[src/rtl/vga_pkg.sv]
// Shared VGA timing constants, background-capture defaults and the
// capture FSM state encoding.
package vga_pkg;

  localparam int HOR_PIXELS     = 1024;
  localparam int VER_PIXELS     = 768;

  // Default downscale (log2 per axis) and background memory row pitch.
  localparam int BG_SCALE_SHIFT = 2;
  localparam int BG_ROW_STRIDE  = 256;

  typedef enum logic [1:0] {
    CAP_IDLE    = 2'd0,
    CAP_ARMED   = 2'd1,
    CAP_CAPTURE = 2'd2,
    CAP_DONE    = 2'd3
  } capture_state_t;

endpackage

[src/rtl/vga_if.sv]
// Pixel stream bundle: timing counters, sync/blanking and RGB444 colour.
// The stream carries no valid/ready: every clock presents exactly one pixel
// and a pixel is "valid" only when both hblnk and vblnk are low.
interface vga_if;

  logic [10:0] vcount;
  logic [10:0] hcount;
  logic        vsync;
  logic        hsync;
  logic        vblnk;
  logic        hblnk;
  logic [11:0] rgb;

  // Source side (timing generator / test driver).
  modport master (output vcount, hcount, vsync, hsync, vblnk, hblnk, rgb);
  // Sink side (consumers such as the background capture).
  modport vga_in (input vcount, hcount, vsync, hsync, vblnk, hblnk, rgb);

endinterface

[src/rtl/bg_capture.sv]
// Background frame capture: on request, waits for the next frame start and
// writes one downscaled frame of RGB444 pixels into the background RAM.
// wr_en is a single-cycle write strobe with no backpressure: the RAM must
// accept every cycle in which wr_en is high, using wr_addr/wr_data of that
// same cycle.
module bg_capture
  import vga_pkg::*;
#(
  parameter int SCALE_SHIFT = BG_SCALE_SHIFT,
  parameter int ROW_STRIDE  = BG_ROW_STRIDE
) (
  input  logic           clk,
  input  logic           rst,
  vga_if.vga_in          vga_in,
  input  logic           capture_req,
  output logic           busy,
  output logic           done,
  output logic           wr_en,
  output logic [19:0]    wr_addr,
  output logic [11:0]    wr_data,
  output logic [15:0]    words_written,
  output capture_state_t state_dbg
);

  // Low counter bits that must be zero for a pixel to sit on the sample grid.
  localparam logic [10:0] LOW_MASK    = 11'((1 << SCALE_SHIFT) - 1);
  localparam logic [19:0] STRIDE_BITS = 20'(ROW_STRIDE);
  // Address of the final word of a frame; its write ends the capture.
  localparam logic [19:0] LAST_ADDR   =
    20'(((VER_PIXELS >> SCALE_SHIFT) * ROW_STRIDE) - 1);

  // Scaled row times the stride, built from shifted partial sums so any
  // stride value maps to adders only.
  function automatic logic [19:0] scaled_addr(input logic [10:0] v,
                                              input logic [10:0] h);
    logic [19:0] row;
    logic [19:0] acc;
    row = 20'(v >> SCALE_SHIFT);
    acc = 20'(h >> SCALE_SHIFT);
    for (int i = 0; i < 20; i++) begin
      if (STRIDE_BITS[i]) acc = acc + (row << i);
    end
    return acc;
  endfunction

  capture_state_t state_q, state_d;
  logic           wr_en_q, wr_en_d;
  logic [19:0]    wr_addr_q, wr_addr_d;
  logic [11:0]    wr_data_q, wr_data_d;
  logic [15:0]    words_q, words_d;

  logic pix_active;
  logic pix_on_grid;
  logic frame_start;
  logic candidate;
  logic last_issued;

  // Sync levels play no part in frame alignment.
  logic unused_sync;
  assign unused_sync = vga_in.vsync ^ vga_in.hsync;

  // Qualify the current pixel and detect the final write of the frame.
  always_comb begin
    pix_active  = !vga_in.hblnk && !vga_in.vblnk;
    pix_on_grid = ((vga_in.hcount & LOW_MASK) == 11'd0) &&
                  ((vga_in.vcount & LOW_MASK) == 11'd0);
    frame_start = pix_active && (vga_in.hcount == 11'd0) &&
                  (vga_in.vcount == 11'd0);
    last_issued = wr_en_q && (wr_addr_q == LAST_ADDR);
    candidate   = pix_active && pix_on_grid &&
                  (((state_q == CAP_CAPTURE) && !last_issued) ||
                   ((state_q == CAP_ARMED) && frame_start));
  end

  // State register.
  always_ff @(posedge clk) begin
    if (rst) state_q <= CAP_IDLE;
    else     state_q <= state_d;
  end

  // Next-state logic.
  always_comb begin
    state_d = state_q;
    case (state_q)
      CAP_IDLE:    if (capture_req) state_d = CAP_ARMED;
      CAP_ARMED:   if (frame_start) state_d = CAP_CAPTURE;
      CAP_CAPTURE: if (last_issued) state_d = CAP_DONE;
      CAP_DONE:    state_d = CAP_IDLE;
      default:     state_d = CAP_IDLE;
    endcase
  end

  // Write datapath: one registered write per candidate pixel.
  always_comb begin
    wr_en_d   = candidate;
    wr_addr_d = wr_addr_q;
    wr_data_d = wr_data_q;
    words_d   = words_q;
    if (candidate) begin
      wr_addr_d = scaled_addr(vga_in.vcount, vga_in.hcount);
      wr_data_d = vga_in.rgb;
      words_d   = words_q + 16'd1;
    end
    if ((state_q == CAP_IDLE) && capture_req) words_d = '0;
  end

  // Write datapath registers.
  always_ff @(posedge clk) begin
    if (rst) begin
      wr_en_q   <= 1'b0;
      wr_addr_q <= '0;
      wr_data_q <= '0;
      words_q   <= '0;
    end else begin
      wr_en_q   <= wr_en_d;
      wr_addr_q <= wr_addr_d;
      wr_data_q <= wr_data_d;
      words_q   <= words_d;
    end
  end

  // Outputs decoded from the state and datapath registers.
  always_comb begin
    busy          = (state_q == CAP_ARMED) || (state_q == CAP_CAPTURE);
    done          = (state_q == CAP_DONE);
    wr_en         = wr_en_q;
    wr_addr       = wr_addr_q;
    wr_data       = wr_data_q;
    words_written = words_q;
    state_dbg     = state_q;
  end

endmodule

[src/flat_wrapper.sv]
// flat-port wrapper written by rule: the top's interface ports become plain ports
module bg_capture_flat import vga_pkg::*;
#(
  parameter int SCALE_SHIFT = BG_SCALE_SHIFT,
  parameter int ROW_STRIDE  = BG_ROW_STRIDE
)
  (clk, rst, capture_req, busy, done, wr_en, wr_addr, wr_data, words_written, state_dbg, vga_in_vcount, vga_in_hcount, vga_in_vsync, vga_in_hsync, vga_in_vblnk, vga_in_hblnk, vga_in_rgb);
  vga_if vga_in_i ();
  input  logic clk;
  input  logic rst;
  input  logic capture_req;
  output logic busy;
  output logic done;
  output logic wr_en;
  output logic [19:0] wr_addr;
  output logic [11:0] wr_data;
  output logic [15:0] words_written;
  output capture_state_t state_dbg;
  input wire logic [$bits(vga_in_i.vcount)-1:0] vga_in_vcount;
  input wire logic [$bits(vga_in_i.hcount)-1:0] vga_in_hcount;
  input wire logic [$bits(vga_in_i.vsync)-1:0] vga_in_vsync;
  input wire logic [$bits(vga_in_i.hsync)-1:0] vga_in_hsync;
  input wire logic [$bits(vga_in_i.vblnk)-1:0] vga_in_vblnk;
  input wire logic [$bits(vga_in_i.hblnk)-1:0] vga_in_hblnk;
  input wire logic [$bits(vga_in_i.rgb)-1:0] vga_in_rgb;
  assign vga_in_i.vcount = vga_in_vcount;
  assign vga_in_i.hcount = vga_in_hcount;
  assign vga_in_i.vsync = vga_in_vsync;
  assign vga_in_i.hsync = vga_in_hsync;
  assign vga_in_i.vblnk = vga_in_vblnk;
  assign vga_in_i.hblnk = vga_in_hblnk;
  assign vga_in_i.rgb = vga_in_rgb;
  bg_capture #(.SCALE_SHIFT(SCALE_SHIFT), .ROW_STRIDE(ROW_STRIDE)) u_core (.clk(clk), .rst(rst), .vga_in(vga_in_i), .capture_req(capture_req), .busy(busy), .done(done), .wr_en(wr_en), .wr_addr(wr_addr), .wr_data(wr_data), .words_written(words_written), .state_dbg(state_dbg));
endmodule
[config.mk]
export PLATFORM = sky130hd
export DESIGN_NAME = bg_capture_flat
export DESIGN_NICKNAME = d
export VERILOG_FILES = /design/src/rtl/vga_pkg.sv /design/src/rtl/vga_if.sv /design/src/rtl/bg_capture.sv /design/src/flat_wrapper.sv
export SDC_FILE = /design/constraint.sdc
export NUM_CORES = 1
export LEC_CHECK = 0
export CAP_MARGIN = 40
export CORE_MARGIN = 1
export CORE_UTILIZATION = 40
export DETAILED_ROUTE_END_ITERATION = 12
export GPL_ROUTABILITY_DRIVEN = 0
export GPL_TIMING_DRIVEN = 0
export PLACE_DENSITY = 0.74
export SYNTH_ARGS = -nofsm -noshare
export SYNTH_HDL_FRONTEND = slang
export SYNTH_SLANG_ARGS = --single-unit
[constraint.sdc]
create_clock -name clk -period 3.1 [get_ports clk]
set_clock_uncertainty 0.05 [all_clocks]
set_input_delay 0.775 -clock clk [delete_from_list [all_inputs] [get_ports clk]]
set_output_delay 0.775 -clock clk [all_outputs]
set_load 0.02 [all_outputs]
==> flow_results.org <==
** Place
- Detailed placement finished with a half-perimeter wire length of between 5000 and 6000 µm.
- Input and output buffers added on the ports amount to just under 90.
- Total placed instance area :: 3476 µm²

** Worst setup path
- Cells along the critical path :: clkdlybuf4s50_1, nor4_1, and4_1, nand3_1, clkbuf_1, clkbuf_1, nand3_1, a21oi_1
- The kind of cell with the highest combined delay along the critical path is buffers and inverters.
- For this run, the slowest stage of the critical path takes roughly 430 ps.
- Worst EP arrival :: just under 3000 ps
- STA classifies the critical path endpoint as a register.
- Register-to-Register Setup Slack :: about 730 ps
- In this run the worst path has a maximum fanout of 10.
- The worst setup path is launched from a primary input.
- Startpoint of the most critical register-to-register path :: u_core.state_dbg[0]
- Reg-to-reg endpoint :: u_core.words_written[4]
- The number of cells on the worst reg-to-reg path is 7.
- For this design, the slowest cell found on the critical path is sky130_fd_sc_hd__clkdlybuf4s50_1.
- Together, buffers and inverters on the worst path number 3.
- Endpoint required time on the critical path :: 3230 ps
- By startpoint and endpoint, the worst setup path is classified as in2reg.

** CTS
- Later-pin clock latency in the skew report :: between 300 and 400 ps
- Clock tree synthesis found a total of a little under 50 sinks.
- After clock tree synthesis, the flow added hold-fix buffers numbering 0.
- In this run the clock root is driven by a sky130_fd_sc_hd__clkbuf_8.
- After clock tree synthesis, the repair step resized 0 gates.
- CTS clk-pin slew, worst paths :: 100 ps
- Clk buf depth :: 2
- TritonCTS built the clock tree.
- Post-CTS Setup Inserts :: 0
- Number of buffers created by CTS :: 5
- The clock tree synthesis step divided the H-tree into 2 levels.

** Drt
- Aggregate routed wire length :: 7024 µm
- Vias after detailed routing :: between 2,000 and 3,000
- Remaining antenna violation count :: 0
- Per-cell via count in the routed design :: around 5.5
- 1st-iter DRT viols :: approximately 140
- In the final routed layout, each cell accounts on average for approximately 15 µm.
- DRC Markers :: 0
- For this run, the detailed router's first-pass iteration total came to 6.

** Floorplan
- Total Die Area :: ~6600 µm²
- Die Width :: 81.02 µm
- Effective utilization at floorplan :: 0.4193
- Number of placed I/O pins :: 94
- The total area inside the core boundary comes to between 5000 and 6000 µm².
- The floorplan step set the die height to 81.02 µm.
- After floorplanning, the core was divided into 28 placement rows.

** Cells and area
- Layout Area Growth over Synthesis :: 42.94%
- Total non-filler cell area in the finished layout :: 3570 µm²
- Fin util :: 0.5994
- Share of cells above drive strength 1 :: 0.05750
- Net count, final :: approximately 450
- Number of antenna diodes :: 0

** Pwr
- Of the total power, the clock network draws 0.283.
- Total net switching power :: 0.4191 mW
- Seq pwr share :: 0.474
- Power density of the placed cells :: between 300 and 400 nW/µm²
- Switching share of power :: 0.3022
- Combinational Power Share :: 0.243
- Summed over all cells, the static leakage comes to 1.225 nW.
- The internal portion of the total power is slightly below 1 mW.
- Worst vdd rail ir drop :: 0.2183 mV

** Synthesis
- The biggest area contributor in the post-synthesis netlist is sky130_fd_sc_hd__dfxtp_1.
- Register bit total from synthesis :: between 40 and 50
- Avg Inst Size Synth :: slightly above 8 µm²
- Synthesis handed over a netlist of 303 instances.
- Netlist area before placement :: roughly 2500 µm²
- In the synthesized netlist the dominant register cell turns out to be sky130_fd_sc_hd__dfxtp_1.
- Area fraction of the dominant cell type after synthesis :: 0.3928
- Of all flip-flops after synthesis, the portion carrying an async set or reset was 0.
- Top-count cell post-synth :: sky130_fd_sc_hd__dfxtp_1
- Counting instances in the post-synthesis netlist gives the leading cell types as sky130_fd_sc_hd__dfxtp_1, sky130_fd_sc_hd__a21oi_1, sky130_fd_sc_hd__nand3_1, sky130_fd_sc_hd__o21ai_0, sky130_fd_sc_hd__nand2_1.
- Sorting the synthesized cells by area gives the leading types as sky130_fd_sc_hd__dfxtp_1, sky130_fd_sc_hd__a21oi_1, sky130_fd_sc_hd__nand3_1.
- Warnings from Yosys :: 0
- Post-synth EDFFs :: 0
- Count of unique library cells instantiated by Yosys :: a little over 40
- The share of the Yosys chip area taken by registers is 0.3928.

** Timing
- Slew at the pin with the worst max-slew slack :: roughly 640 ps
- Dividing the final minimum period by the clock period gives 0.9007.
- The number of hold violations in the final report came to 0.
- Setup repair after global routing left no endpoint under its margin.
- Highest Clock Rate :: between 0.3 and 0.4 GHz
- Minimum period implied by the final worst setup slack :: roughly 2800 ps
- Worst-case headroom to the max-slew limit :: 0.5767
- Number of pins with negative max-slew slack in the final report :: 0
- Summed over all failing endpoints, the final setup total negative slack is 0 ps.
- Setup violations remaining at the end of the flow were counted as 0.

** Hold path
- The path with the worst hold slack has its endpoint at u_core.wr_data[6].
- Startpoint of the tightest hold check path :: u_core.wr_data[6]
- Counting instances, the worst hold path has a depth of 2.
- The path class of the tightest hold or removal check is reg2reg.

** Global routing
- Number of antenna violations at the first check in global routing :: 0
- After global routing the overflow that remains totals 0.
- The first global-routing pass estimated around 11,000 µm of wire.
- Number of global-route vias before repair :: 2,361
- Total global-route track usage :: 0.2172
- Largest net degree at the start of global routing :: 18

** Flow run
- Total of max-cap violations :: 0

** Run status
- Run status :: finished, final reports clean
power groups by stage:
stage,Combinational (mW),Sequential (mW),Clock [mW]
4_1_cts,0.339,0.657,0.407
6_report,0.337,0.657,0.393
2_1_floorplan,0.180,0.686,0
3_5_place_dp,0.337,0.672,0
3_3_place_gp,0.332,0.672,0
5_1_grt,0.372,0.662,0.429
worst max path at each step:
stage	endpoint	depth (start not counted)	start	slack [ps]
finish	u_core.wr_addr[4]	8	vga_in_hcount[4]	310
global route	u_core.wr_addr[4]	8	vga_in_vcount[7]	140
CTS	u_core.wr_addr[4]	8	vga_in_hcount[4]	340
detailed placement	u_core.wr_addr[4]	8	vga_in_hcount[4]	10
global placement	u_core.wr_addr[1]	8	vga_in_hcount[3]	40
floorplan	u_core.words_written[13]	5	vga_in_vblnk	860
placed cells by master (no fill, tap or decap), drive strengths merged, types with 9 or more instances in the layout:
master	n
clkdlybuf4s50	88
dfxtp	49
a21oi	39
nand3	31
o21ai	28
nand2	20
nor3	19
clkbuf	18
nand2b	13
mux2i	12
buf	12
nand4	9
final cells by class:
class / count / area, µm²
Sequential cell: 49 / 980.9
Clock inverter: 3 / 25.02
Buffer: 25 / 127.6
Fill cell: 570 / 2386
Tap cell: 75 / 93.84
Inverter: 2 / 7.507
Timing Repair Buffer: 88 / 880.8
Clock buffer: 5 / 68.82
Multi-Input combinational cell: 228 / 1385
stage by stage:
stage / setup WS, ps / instances / hold slack, ps / power [mW]
floorplan: 860.7 / 304 / 490.5 / 0.8666
global placement: 39.05 / 467 / 401.1 / 1.003
detailed placement: 9.728 / 467 / 410.0 / 1.010
CTS: 340.5 / 475 / 424.6 / 1.404
global route: 135.6 / 475 / 446.2 / 1.462
finish: 308.0 / 475 / 420.3 / 1.387
logic make-up after synthesis:
family	after synthesis	synth area share
compound gates	84	0.1959
mux	12	0.04810
simple gates	115	0.2430
other cells	1	0.001502
xor+xnor	7	0.02455
flops	49	0.3928
buf+inv	27	0.05411
fa+ha+maj	8	0.04008
sequential cells by signal, summed over array words and instances, names as in the netlist:
signal / count
u_core.wr_en: 1
u_core.words_written: 16
u_core.wr_data: 12
u_core.wr_addr: 18
u_core.state_dbg: 2
worst register-to-register path: stages (launching register included):
cell                      delay [ps]
sky130_fd_sc_hd__dfxtp_1         420
sky130_fd_sc_hd__inv_1           100
sky130_fd_sc_hd__ha_1            240
sky130_fd_sc_hd__a21oi_1         510
sky130_fd_sc_hd__buf_2           340
sky130_fd_sc_hd__buf_1           390
sky130_fd_sc_hd__nand2_1         100
sky130_fd_sc_hd__mux2i_1         150
routing by layer:
metal  up-vias  wire length, µm  part of all wire  GRT usage
li1       1298                -                 -          -
met3        11              407             0.058    0.04382
met4         0              123             0.018    0.08750
met1      1199             3197              0.46     0.2764
met2        89             3296              0.47     0.3571
met5         -                0                 0          0
No activity file was read; power rests on OpenSTA's default activity.
==> RTL edit 1, RTL diff (config.mk and constraints unchanged) <==
Make the reset (`rst`) asynchronous in 2 clocked blocks.
--- a/src/rtl/bg_capture.sv
+++ b/src/rtl/bg_capture.sv
@@ -74,5 +74,5 @@
 
   // State register.
-  always_ff @(posedge clk) begin
+  always_ff @(posedge clk or posedge rst) begin
     if (rst) state_q <= CAP_IDLE;
     else     state_q <= state_d;
@@ -106,5 +106,5 @@
 
   // Write datapath registers.
-  always_ff @(posedge clk) begin
+  always_ff @(posedge clk or posedge rst) begin
     if (rst) begin
       wr_en_q   <= 1'b0;
Function: differs if rst is asserted again (counterexample within 4 cycles, from zero or initial values and one cycle with rst high); with rst held inactive, the same outputs for 10 cycles.
==> RTL edit 1 against the unedited design <==
Routed wire length down 0.97%; area after synthesis up 18%; via count decreased by 11%; worst setup slack gained 70 ps; critical path depth is the same; final area grew 15%; sequential cell count did not move; critical endpoint is now u_core.wr_data[0]; highest routed layer unchanged.
Power is not compared: it rests on default switching activity, and its combinational part moved more than twofold at a synthesized area within 25%.
==> RTL edit 1: results <==
{
  "synth_commonest_cells": "dfrtp_1, nand2_1, mux2_4",
  "slew_headroom_pct": 64.6,
  "seq_share_pct": 30.0,
  "synthCells": 261,
  "synth-async-reset-ratio_pct": 100,
  "synth_seq_area_share_pct": 41.7,
  "wl_met3_um": 373,
  "wl_per_cell_um": 15.3,
  "whs_ps": 473,
  "avgViaCountPerCell": 5.08,
  "outcome": "finished, final reports clean",
  "post-route-util_pct": 58.9,
  "portBuffers": 89,
  "wl_met1_um": 3180,
  "wl_met2_um": 3310,
  "grt_util_met1_pct": 25.4,
  "postPlaceCellArea_um2": 3980,
  "drive_gt1_share_pct": 17.5,
  "syn2layout_area_growth_pct": 39.0,
  "met3_usage_pct": 4.15,
  "yosys-top-cells-area": "dfrtp_1, mux2_4, mux2i_1, nand2_1, ha_1",
  "cpLargestDelayFamily": "simple AND/OR/NAND/NOR gates",
  "preCtsSetupSlack_ps": 31.1,
  "multi_input_gates": 193,
  "hp-start": "u_core.wr_data[3]",
  "grt_pass1_vias": 2372,
  "place_inst": 448,
  "yosysUniqueCellTypes": 49,
  "holdPathEnd": "u_core.wr_data[3]",
  "synthAdderAreaFrac_pct": 3.40,
  "synth_xor_area_share_pct": 2.09,
  "final_nets": 408,
  "n_all_buffers": 102,
  "met2_usage_pct": 33.3,
  "worstPathArrival_ps": 2860
}
-- RTL edit 1: changes by cell type after synthesis, sizes merged, moves of 5 or more --
cell | unedited run | this run
inv | 2 | 8
o21ai | 28 | 3
nand3 | 31 | 15
dfrtp | 0 | 49
mux2 | 0 | 31
dfxtp | 49 | 0
nor3 | 19 | 0
a21oi | 39 | 3
o22ai | 0 | 5
clkbuf | 13 | 4
nand2 | 20 | 33
-- RTL edit 1: worst max path at each step --
stage	start	endpoint	slack, ps	cells past startpoint
2_1_floorplan	vga_in_vcount[1]	u_core.wr_addr[17]	760	7
3_3_place_gp	vga_in_vblnk	u_core.wr_data[3]	-2	8
3_5_place_dp	vga_in_vcount[9]	u_core.wr_data[2]	30	8
4_1_cts	vga_in_vcount[9]	u_core.wr_data[6]	350	8
5_1_grt	vga_in_hcount[3]	u_core.wr_data[6]	200	8
6_report	vga_in_hcount[3]	u_core.wr_data[0]	380	8
==> RTL edit 2, RTL diff (same flow settings) <==
Without the edit above. Put a register stage on the output `wr_addr`, with the module's reset. The value now appears one clock later. The other outputs are not delayed to match. Comments in the files are not updated.
--- a/src/rtl/bg_capture.sv
+++ b/src/rtl/bg_capture.sv
@@ -29,4 +29,6 @@
   localparam logic [19:0] LAST_ADDR   =
     20'(((VER_PIXELS >> SCALE_SHIFT) * ROW_STRIDE) - 1);
+
+  logic [19:0] wr_addr_c;
 
   // Scaled row times the stride, built from shifted partial sums so any
@@ -125,5 +127,5 @@
     done          = (state_q == CAP_DONE);
     wr_en         = wr_en_q;
-    wr_addr       = wr_addr_q;
+    wr_addr_c     = wr_addr_q;
     wr_data       = wr_data_q;
     words_written = words_q;
@@ -131,4 +133,12 @@
   end
 
+  always_ff @(posedge clk) begin
+    if (rst) begin
+      wr_addr <= '0;
+    end else begin
+      wr_addr <= wr_addr_c;
+    end
+  end
+
 endmodule
 
Function: changed (a bounded check fails within 4 cycles, from zero or initial values and one cycle with rst high).
==> RTL edit 2 against the unedited design <==
Worst setup slack worse by 64 ps; routed wire length up 18%; final cell count up 15%; combinational power up 3%; register-to-register slack worse by 300 ps; sequential power up 36%; area after synthesis up 19%; total power up 48%; die area up 19%; critical path depth unchanged; final area up 18%; sequential cell count up 18; critical endpoint is now u_core.wr_addr_c[7].
==> RTL edit 2: results <==
{
  "outcome": "finished, final reports clean",
  "cts_buffer_depth": 2,
  "vdd_ir_drop_max_mv": 0.303,
  "synthMuxAreaShare_pct": 4.04,
  "slowest_delay_ps": 480,
  "final_nets": 490,
  "hold_path_depth": 2,
  "synth_xor_area_share_pct": 2.06,
  "synthAdderAreaFrac_pct": 3.36,
  "min_period_over_period_pct": 92.1,
  "wl_per_cell_um": 15.2,
  "preCtsSetupSlack_ps": -25.7,
  "synth_compound_area_share_pct": 16.4,
  "avgSynthCellArea_um2": 8.73,
  "yosys-top-cells-area": "dfxtp_1, a21oi_1, nand3_1, o21ai_0, mux2i_1",
  "drive_gt1_share_pct": 6.73,
  "postPlaceCellArea_um2": 3990,
  "grt_max_degree": 14,
  "drt_iter0_drc": 176,
  "fillers": 638,
  "clk_latency_ps": 350,
  "grt_first_pass_wirelength_um": 12800,
  "synth_commonest_cells": "dfxtp_1, a21oi_1, nand3_1",
  "path_clk_slew_ps": 80,
  "instances_no_fill": 545,
  "r2r_slack_ps": 430,
  "holdPathEnd": "u_core.wr_data[5]",
  "place_inst": 529,
  "grt_util_all_layers_pct": 21.7,
  "firstDrtPassIters": 5,
  "cpLargestDelayFamily": "simple AND/OR/NAND/NOR gates",
  "synth_seq_area_share_pct": 45.1,
  "p_leak_nw": 1.48
}
RTL edit 2: where the power goes:
part	internal, mW	switching [mW]
Clock	0.458	0.357
Combinational	0.161	0.185
Sequential	0.874	0.0203
RTL edit 2: final cells by class:
| type | instances | area share [%] |
|---|---|---|
| buffer | 27 | 3.18 |
| clock buffer | 9 | 2.94 |
| clock inverter | 7 | 2.38 |
| inverter | 2 | 0.178 |
| multi-input combinational | 246 | 35.6 |
| sequential | 67 | 31.9 |
| tap | 99 | 2.94 |
| timing repair buffer | 88 | 20.9 |
RTL edit 2: how the worst max path moves through the flow:
stage | from | to | cells after the start
2_1_floorplan | vga_in_vblnk | u_core.words_written[13] | 5
3_3_place_gp | vga_in_hblnk | u_core.wr_addr_c[4] | 8
3_5_place_dp | vga_in_hblnk | u_core.wr_addr_c[5] | 8
4_1_cts | vga_in_vblnk | u_core.wr_addr_c[5] | 8
5_1_grt | vga_in_vblnk | u_core.wr_addr_c[1] | 8
6_report | vga_in_vcount[9] | u_core.wr_addr_c[7] | 8
RTL edit 2: per-stage QoR:
step / hold WS (ps) / utilization, % / TNS [ps]
floorplan: 398 / - / 0
global placement: 401 / 55.2 / 0
detailed placement: 411 / 55.2 / -148
CTS: 421 / 58.3 / 0
global route: 440 / 58.3 / 0
finish: 420 / 58.3 / 0
RTL edit 2: worst register-to-register path, cell delays in order (launching register included):
cell and delay (ps):
dfxtp_1 460, inv_1 130, ha_1 240, a21oi_1 590, clkbuf_1 450, buf_1 410
nand2_1 120, mux2i_1 160
RTL edit 2: per-layer routing:
layer  GRT usage [%]  up-vias  share of wire [%]
li1                -     1423                  -
met1            25.2     1326                 41
met2            36.5      134                 48
met3            4.38       25                7.5
met4            13.6        0                3.0
met5               0        -                  0
